## config.mk

```make
export PLATFORM = sky130hd
export DESIGN_NAME = prog_loader
export DESIGN_NICKNAME = d
export VERILOG_FILES = /design/src/rtl/prog_loader.sv
export SDC_FILE = /design/constraint.sdc
export NUM_CORES = 1
export LEC_CHECK = 0
export ABC_AREA = 1
export BUFFER_PORTS_ARGS = -buffer_cell sky130_fd_sc_hd__buf_2
export CORE_ASPECT_RATIO = 0.7
export CORE_MARGIN = 5
export CORE_UTILIZATION = 25
export DETAILED_ROUTE_END_ITERATION = 12
export GPL_TIMING_DRIVEN = 1
export SLEW_MARGIN = 15
export SYNTH_ARGS = -nofsm -noshare
export SYNTH_HDL_FRONTEND = slang
export SYNTH_SLANG_ARGS = --single-unit
```

## constraint.sdc

```tcl
create_clock -name clk -period 1.8 [get_ports clk]
set_clock_uncertainty 0.1 [all_clocks]
set_input_delay 0.09 -clock clk [delete_from_list [all_inputs] [get_ports clk]]
set_output_delay 0.09 -clock clk [all_outputs]
set_load 0.02 [all_outputs]
```

## src/rtl/prog_loader.sv

```systemverilog
// Serial program loader: shifts LSB-first address/data frames into imem or dmem, then gates the core.
// Define LOADER_SYNC_EN for a 2-flop synchronizer input stage (default: single register stage).
module prog_loader #(
    parameter int ADDR_W = 4,
    parameter int DATA_W = 8
) (
    input  logic              clk,
    input  logic              rst,
    input  logic              sclk_in,
    input  logic              mosi_in,
    input  logic [1:0]        mode_in,
    input  logic              halt_in,
    output logic              imem_we,
    output logic [ADDR_W-1:0] imem_addr,
    output logic [DATA_W-1:0] imem_wdata,
    output logic              dmem_we,
    output logic [ADDR_W-1:0] dmem_addr,
    output logic [DATA_W-1:0] dmem_wdata,
    output logic              run_out,
    output logic              done_out,
    output logic              frame_err
);

    localparam int F  = ADDR_W + DATA_W;
    localparam int CW = $clog2(F + 1);
    localparam logic [CW-1:0] F_CNT = CW'(F);

    typedef enum logic [1:0] {
        S_IDLE,
        S_SHIFT,
        S_COMMIT,
        S_RUN
    } state_t;

    logic       sclk_s;
    logic       mosi_s;
    logic [1:0] mode_s;

`ifdef LOADER_SYNC_EN
    logic [1:0] sclk_sync_q;
    logic [1:0] mosi_sync_q;
    logic [3:0] mode_sync_q;

    always_ff @(posedge clk or posedge rst) begin
        if (rst) begin
            sclk_sync_q <= '0;
            mosi_sync_q <= '0;
            mode_sync_q <= '0;
        end else begin
            sclk_sync_q <= {sclk_sync_q[0], sclk_in};
            mosi_sync_q <= {mosi_sync_q[0], mosi_in};
            mode_sync_q <= {mode_sync_q[1:0], mode_in};
        end
    end

    assign sclk_s = sclk_sync_q[1];
    assign mosi_s = mosi_sync_q[1];
    assign mode_s = mode_sync_q[3:2];
`else
    logic       sclk_in_q;
    logic       mosi_in_q;
    logic [1:0] mode_in_q;

    always_ff @(posedge clk or posedge rst) begin
        if (rst) begin
            sclk_in_q <= 1'b0;
            mosi_in_q <= 1'b0;
            mode_in_q <= 2'b00;
        end else begin
            sclk_in_q <= sclk_in;
            mosi_in_q <= mosi_in;
            mode_in_q <= mode_in;
        end
    end

    assign sclk_s = sclk_in_q;
    assign mosi_s = mosi_in_q;
    assign mode_s = mode_in_q;
`endif

    state_t          state_q, state_d;
    logic [CW-1:0]   bit_cnt_q, bit_cnt_d;
    logic            ovf_q, ovf_d;
    logic [F-1:0]    shreg_q, shreg_d;
    logic            tgt_q, tgt_d;
    logic            last_tgt_q, last_tgt_d;
    logic            done_q, done_d;
    logic            sclk_prev_q;
    logic            imem_we_q, imem_we_d;
    logic            dmem_we_q, dmem_we_d;
    logic [ADDR_W-1:0] addr_q, addr_d;
    logic [DATA_W-1:0] wdata_q, wdata_d;
    logic            run_q, run_d;
    logic            ferr_q, ferr_d;
    logic            sclk_rise;

    assign sclk_rise = sclk_s & ~sclk_prev_q;

    always_comb begin
        state_d    = state_q;
        bit_cnt_d  = bit_cnt_q;
        ovf_d      = ovf_q;
        shreg_d    = shreg_q;
        tgt_d      = tgt_q;
        last_tgt_d = last_tgt_q;
        done_d     = done_q;
        imem_we_d  = 1'b0;
        dmem_we_d  = 1'b0;
        addr_d     = '0;
        wdata_d    = '0;
        run_d      = 1'b0;
        ferr_d     = 1'b0;
        unique case (state_q)
            S_IDLE: begin
                bit_cnt_d = '0;
                ovf_d     = 1'b0;
                if (mode_s == 2'b01 || mode_s == 2'b10) begin
                    state_d = S_SHIFT;
                    tgt_d   = mode_s[1];
                    if (mode_s[1] != last_tgt_q) begin
                        done_d = 1'b0;
                    end
                end else if (mode_s == 2'b11) begin
                    state_d = S_RUN;
                    run_d   = 1'b1;
                end
            end
            S_SHIFT: begin
                if (mode_s == 2'b00) begin
                    if (bit_cnt_q == F_CNT && !ovf_q) begin
                        state_d   = S_COMMIT;
                        imem_we_d = ~tgt_q;
                        dmem_we_d = tgt_q;
                        addr_d    = shreg_q[ADDR_W-1:0];
                        wdata_d   = shreg_q[F-1:ADDR_W];
                    end else begin
                        state_d   = S_IDLE;
                        ferr_d    = 1'b1;
                        bit_cnt_d = '0;
                        ovf_d     = 1'b0;
                    end
                end else if (mode_s != {tgt_q, ~tgt_q}) begin
                    // Abort; IDLE picks up the new mode on the next cycle
                    state_d   = S_IDLE;
                    ferr_d    = (bit_cnt_q != '0);
                    bit_cnt_d = '0;
                    ovf_d     = 1'b0;
                end else if (sclk_rise) begin
                    if (bit_cnt_q == F_CNT) begin
                        ovf_d = 1'b1;
                    end else begin
                        shreg_d[bit_cnt_q] = mosi_s;
                        bit_cnt_d = bit_cnt_q + 1'b1;
                    end
                end
            end
            S_COMMIT: begin
                state_d    = S_IDLE;
                bit_cnt_d  = '0;
                ovf_d      = 1'b0;
                last_tgt_d = tgt_q;
                if (&shreg_q[ADDR_W-1:0]) begin
                    done_d = 1'b1;
                end
            end
            S_RUN: begin
                if (mode_s == 2'b11) begin
                    run_d = 1'b1;
                end else begin
                    state_d = S_IDLE;
                end
            end
            default: state_d = S_IDLE;
        endcase
    end

    always_ff @(posedge clk or posedge rst) begin
        if (rst) begin
            state_q     <= S_IDLE;
            bit_cnt_q   <= '0;
            ovf_q       <= 1'b0;
            shreg_q     <= '0;
            tgt_q       <= 1'b0;
            last_tgt_q  <= 1'b0;
            done_q      <= 1'b0;
            sclk_prev_q <= 1'b0;
            imem_we_q   <= 1'b0;
            dmem_we_q   <= 1'b0;
            addr_q      <= '0;
            wdata_q     <= '0;
            run_q       <= 1'b0;
            ferr_q      <= 1'b0;
        end else begin
            state_q     <= state_d;
            bit_cnt_q   <= bit_cnt_d;
            ovf_q       <= ovf_d;
            shreg_q     <= shreg_d;
            tgt_q       <= tgt_d;
            last_tgt_q  <= last_tgt_d;
            done_q      <= done_d;
            sclk_prev_q <= sclk_s;
            imem_we_q   <= imem_we_d;
            dmem_we_q   <= dmem_we_d;
            addr_q      <= addr_d;
            wdata_q     <= wdata_d;
            run_q       <= run_d;
            ferr_q      <= ferr_d;
        end
    end

    assign imem_we    = imem_we_q;
    assign imem_addr  = imem_we_q ? addr_q : '0;
    assign imem_wdata = imem_we_q ? wdata_q : '0;
    assign dmem_we    = dmem_we_q;
    assign dmem_addr  = dmem_we_q ? addr_q : '0;
    assign dmem_wdata = dmem_we_q ? wdata_q : '0;
    assign run_out    = run_q;
    assign done_out   = (state_q == S_RUN) ? halt_in : done_q;
    assign frame_err  = ferr_q;

endmodule

```

==> out/results.env <==
STATUS='finished clean'
FINAL_MAX_SLEW_VIOL_COUNT=0
GRT_START_MAX_NET_PINS=44
RELSLEWSLACK=0.6462
DRV_CAP=0
YS_SEQ_ELEMENTS=43
CTSLONGESTPATHBUFFERS=2
CRIT_PATH_CELL_TRACE='inv_1 -> ha_1 -> nor2_1 -> nand4_1 -> nor2_1 -> nand3_1 -> nand2_1'
GP_CONGESTION=0.8016
DRCVIOLATIONCOUNT=0
FINAL_PERIOD_MINUS_WORST_SETUP_SLACK_NS=1.668
CELLPOWERDENSITY_nW_PER_UM2=1029
CRIT_FAMILY='simple AND/OR/NAND/NOR gates'
STARTPOINT_TYPE='flop'
MOSTFREQUENTLAYOUTCELLS='sky130_fd_sc_hd__nand2_1, sky130_fd_sc_hd__inv_1, sky130_fd_sc_hd__dfrtp_1, sky130_fd_sc_hd__nor2_1, sky130_fd_sc_hd__buf_2'
HOLD_PATH.CLASS='flop to flop'
POST_ROUTE_CELLS_DRIVE_ABOVE_1_SHARE=0.1959
NUM_IO_PINS=36
CP.BUFFERS_INVERTERS=1
DPL_WORST_SLACK_NS=0.09738
CLK-INSERTION-DELAY-LATE_NS=0.29
SYNTH-WARNING-COUNT=0
GRT_FIRST_PASS_WIRELENGTH_UM=8176
FINISH.CELL_COUNT_WITHOUT_FILLERS=466
POST_SYNTH_INSTANCE_AREA_UM2=2283
ANT_NETS=0
VIA_COUNT_OF_THE_FIRST_GLOBAL_ROUTING_PASS=1794
MOSTFREQUENTLAYOUTCELL='sky130_fd_sc_hd__nand2_1'
FMAX_GHz=0.5996
DRT-INITIAL-DRC-COUNT=124
GRT_UTIL_ALL_LAYERS=0.08504
SETUP_VIOL_COUNT_FINAL=0
NUM_VIAS=1846
DIE_HEIGHT_UM=89.96
CTS_TREE='built'
ENDPOINT_CLASS_OF_THE_CRITICAL_PATH='flop'
DRT-TOTAL-WL_UM=4558
SYN_TO_FINAL_GROWTH_PCT=24.60
POST_SYNTH_NUM_CELL_TYPES=23
HTREEDEPTH=2
FINAL_AREA_UM2=2845
FINALNETCOUNT=361
GRT_SETUP_UNREPAIRED='yes'
PLACEABLECOREAREA_UM2=8999
DIE_AREA_UM2=11180
STD_CELL_ROWS=29
SYNTH_FP_NETS=314
WHS_NS=0.2800
YS_ASYNC_SR_FRACTION=1.000
CLKSINKCOUNT=43
DR.PASS1.ITERS=5
DPL_CELL_AREA_UM2=2595
CPPEAKSTAGEDELAY_NS=0.40
CRITICAL_PATH.SLOWEST_CELL='sky130_fd_sc_hd__dfrtp_1'
POST_SYNTH_INST_COUNT=294
NUMCTSBUFFERS=5
NUMBER_OF_ANTENNA_VIOLATIONS_AT_THE_FIRST_CHECK_IN_GLOBAL_ROUTING=0
CRITPATHKIND='flop to flop'
AVGSYNTHCELLAREA_UM2=7.767
SEQ_AREA_FRAC_SYNTH=0.4712
START_UTIL=0.2538
CPMOSTUSEDCELL='sky130_fd_sc_hd__nor2_1'
GLOBALROUTE.TOTALOVERFLOW=0
NUM_ANTENNA_CELLS=0
CRITICAL_PATH_ARRIVAL_NS=1.79
HPWL_UM=3304
FIN_CRIT_SH=0.9266
WORST_EP_REQUIRED_TIME_NS=1.92
LAYOUT.FILLER_CELLS=970
IR_WORST_VDD_mV=0.3185
FINAL-HOLD-VIOLATION-COUNT=0
IO_BUFFERS=35
CLOCK-ROOT-BUFFER='sky130_fd_sc_hd__clkbuf_16'
POWER.STATIC_LEAKAGE_uW=0.001586
NUMBER_OF_ENABLE_TYPE_REGISTER_CELLS_IN_THE_SYNTHESIZED_NETLIST=0
WL_PER_CELL_UM=9.781
POST-ROUTE-WORST-SETUP-SLACK_NS=0.1321
FP.DIEW_UM=124.2
CLKSLEWWORSTSETUPHOLDPATHS_NS=0.07
SYNTHFLOPTYPE='sky130_fd_sc_hd__dfrtp_1'
VIA_PER_INST=3.961
NUMBER_OF_PLACED_INSTANCES_WITH_TAPS_INCLUDED=449
FINALCOREUTILIZATION=0.3162
WORSTPATHMAXFANOUT=5
WORST_MARGIN_SLEW_NS=0.5306
## cells in the mapped netlist, types with 3 or more instances
cell                       number  area, um^2
sky130_fd_sc_hd__nand2_1       69       259.0
sky130_fd_sc_hd__inv_1         62       232.7
sky130_fd_sc_hd__dfrtp_1       43        1076
sky130_fd_sc_hd__nor2_1        37       138.9
sky130_fd_sc_hd__nand3_1       21       105.1
sky130_fd_sc_hd__ha_1          13       162.7
sky130_fd_sc_hd__o21ai_1       10       50.05
sky130_fd_sc_hd__nand4_1        6       37.54
sky130_fd_sc_hd__o21ai_0        5       25.02
sky130_fd_sc_hd__a21oi_1        3       15.01
sky130_fd_sc_hd__buf_2          3       15.01
sky130_fd_sc_hd__clkbuf_1       3       11.26
sky130_fd_sc_hd__nor2_4         3       33.78
sky130_fd_sc_hd__or2_2          3       18.77
## worst reg2reg max path, stage by stage (launching register included)
cell                      delay, ns
sky130_fd_sc_hd__dfrtp_1       0.40
sky130_fd_sc_hd__inv_1         0.09
sky130_fd_sc_hd__ha_1          0.27
sky130_fd_sc_hd__nor2_1        0.16
sky130_fd_sc_hd__nand4_1       0.25
sky130_fd_sc_hd__nor2_1        0.17
sky130_fd_sc_hd__nand3_1       0.10
sky130_fd_sc_hd__nand2_1       0.08
## layer usage
layer	part of all wire	track usage	vias to the layer above
met5	0	0	-
met4	0.0083	0.02190	0
li1	-	-	981
met1	0.50	0.1180	812
met2	0.42	0.1241	47
met3	0.070	0.03258	6
## power by group
part,total (uW),leakage (uW),internal [uW],switching [uW]
registers,1170,0.000577,1080,87.0
clock network,921,0.0000664,519,401
logic,839,0.000943,307,532
total,2930,0.00159,1910,1020
## kinds of logic (layout without fill, tap and decap cells)
logic type | after synthesis | after routing | synth area share
adders and majority gates | 13 | 13 | 0.07123
AOI/OAI and AO/OA | 20 | 20 | 0.04548
buffers and inverters | 71 | 118 | 0.1249
xor gates and xnor gates | 2 | 2 | 0.007673
and+or+nand+nor | 145 | 146 | 0.2795
DFF | 43 | 43 | 0.4712
## flip-flops by register name, summed over array words and instances, names as in the netlist
signal       flops
ovf_q            1
shreg_q         12
run_out          1
dmem_we          1
mode_in_q        2
state_q          2
imem_we          1
done_q           1
mosi_in_q        1
last_tgt_q       1
tgt_q            1
wdata_q          8
sclk_prev_q      1
frame_err        1
bit_cnt_q        4
sclk_in_q        1
addr_q           4
## stage by stage
step	power (uW)	setup TNS [ns]
2_1_floorplan	1757	0
3_3_place_gp	1936	0
3_5_place_dp	1953	0
4_1_cts	2895	0
5_1_grt	3118	-0.01740
6_report	2929	0
## cell type report
class	count	area, um^2	share of cell area
Clock inverter	3	23.77	0.008355
Sequential cell	43	1076	0.3782
Clock buffer	5	125.1	0.04398
Timing Repair Buffer	47	277.8	0.09763
Tap cell	124	155.1	0.05453
Inverter	63	236.5	0.08311
Multi-Input combinational cell	181	950.9	0.3342
## final timing paths
kind / start / end / slack [ns] / depth (start not counted)
worst min-delay path: sclk_in_q / sclk_prev_q / 0.28 / 0
worst max-delay path: state_q[0] / bit_cnt_q[2] / 0.13 / 7
min in group asynchronous: rst / mode_in_q[1] / 0.37 / 4
max in group asynchronous: rst / wdata_q[1] / 0.87 / 4
worst max register to register: state_q[0] / bit_cnt_q[2] / 0.13 / 7
worst min register to register: sclk_in_q / sclk_prev_q / 0.28 / 0
## timing repair
item | in CTS | in global routing
endpoints found under the hold margin | 47 | 0
hold buffers | 5 | 0
gates resized for setup | 0 | 6
setup endpoints to repair | 0 | 18
setup buffers | 0 | 3
(Power assumes the default switching activity.)
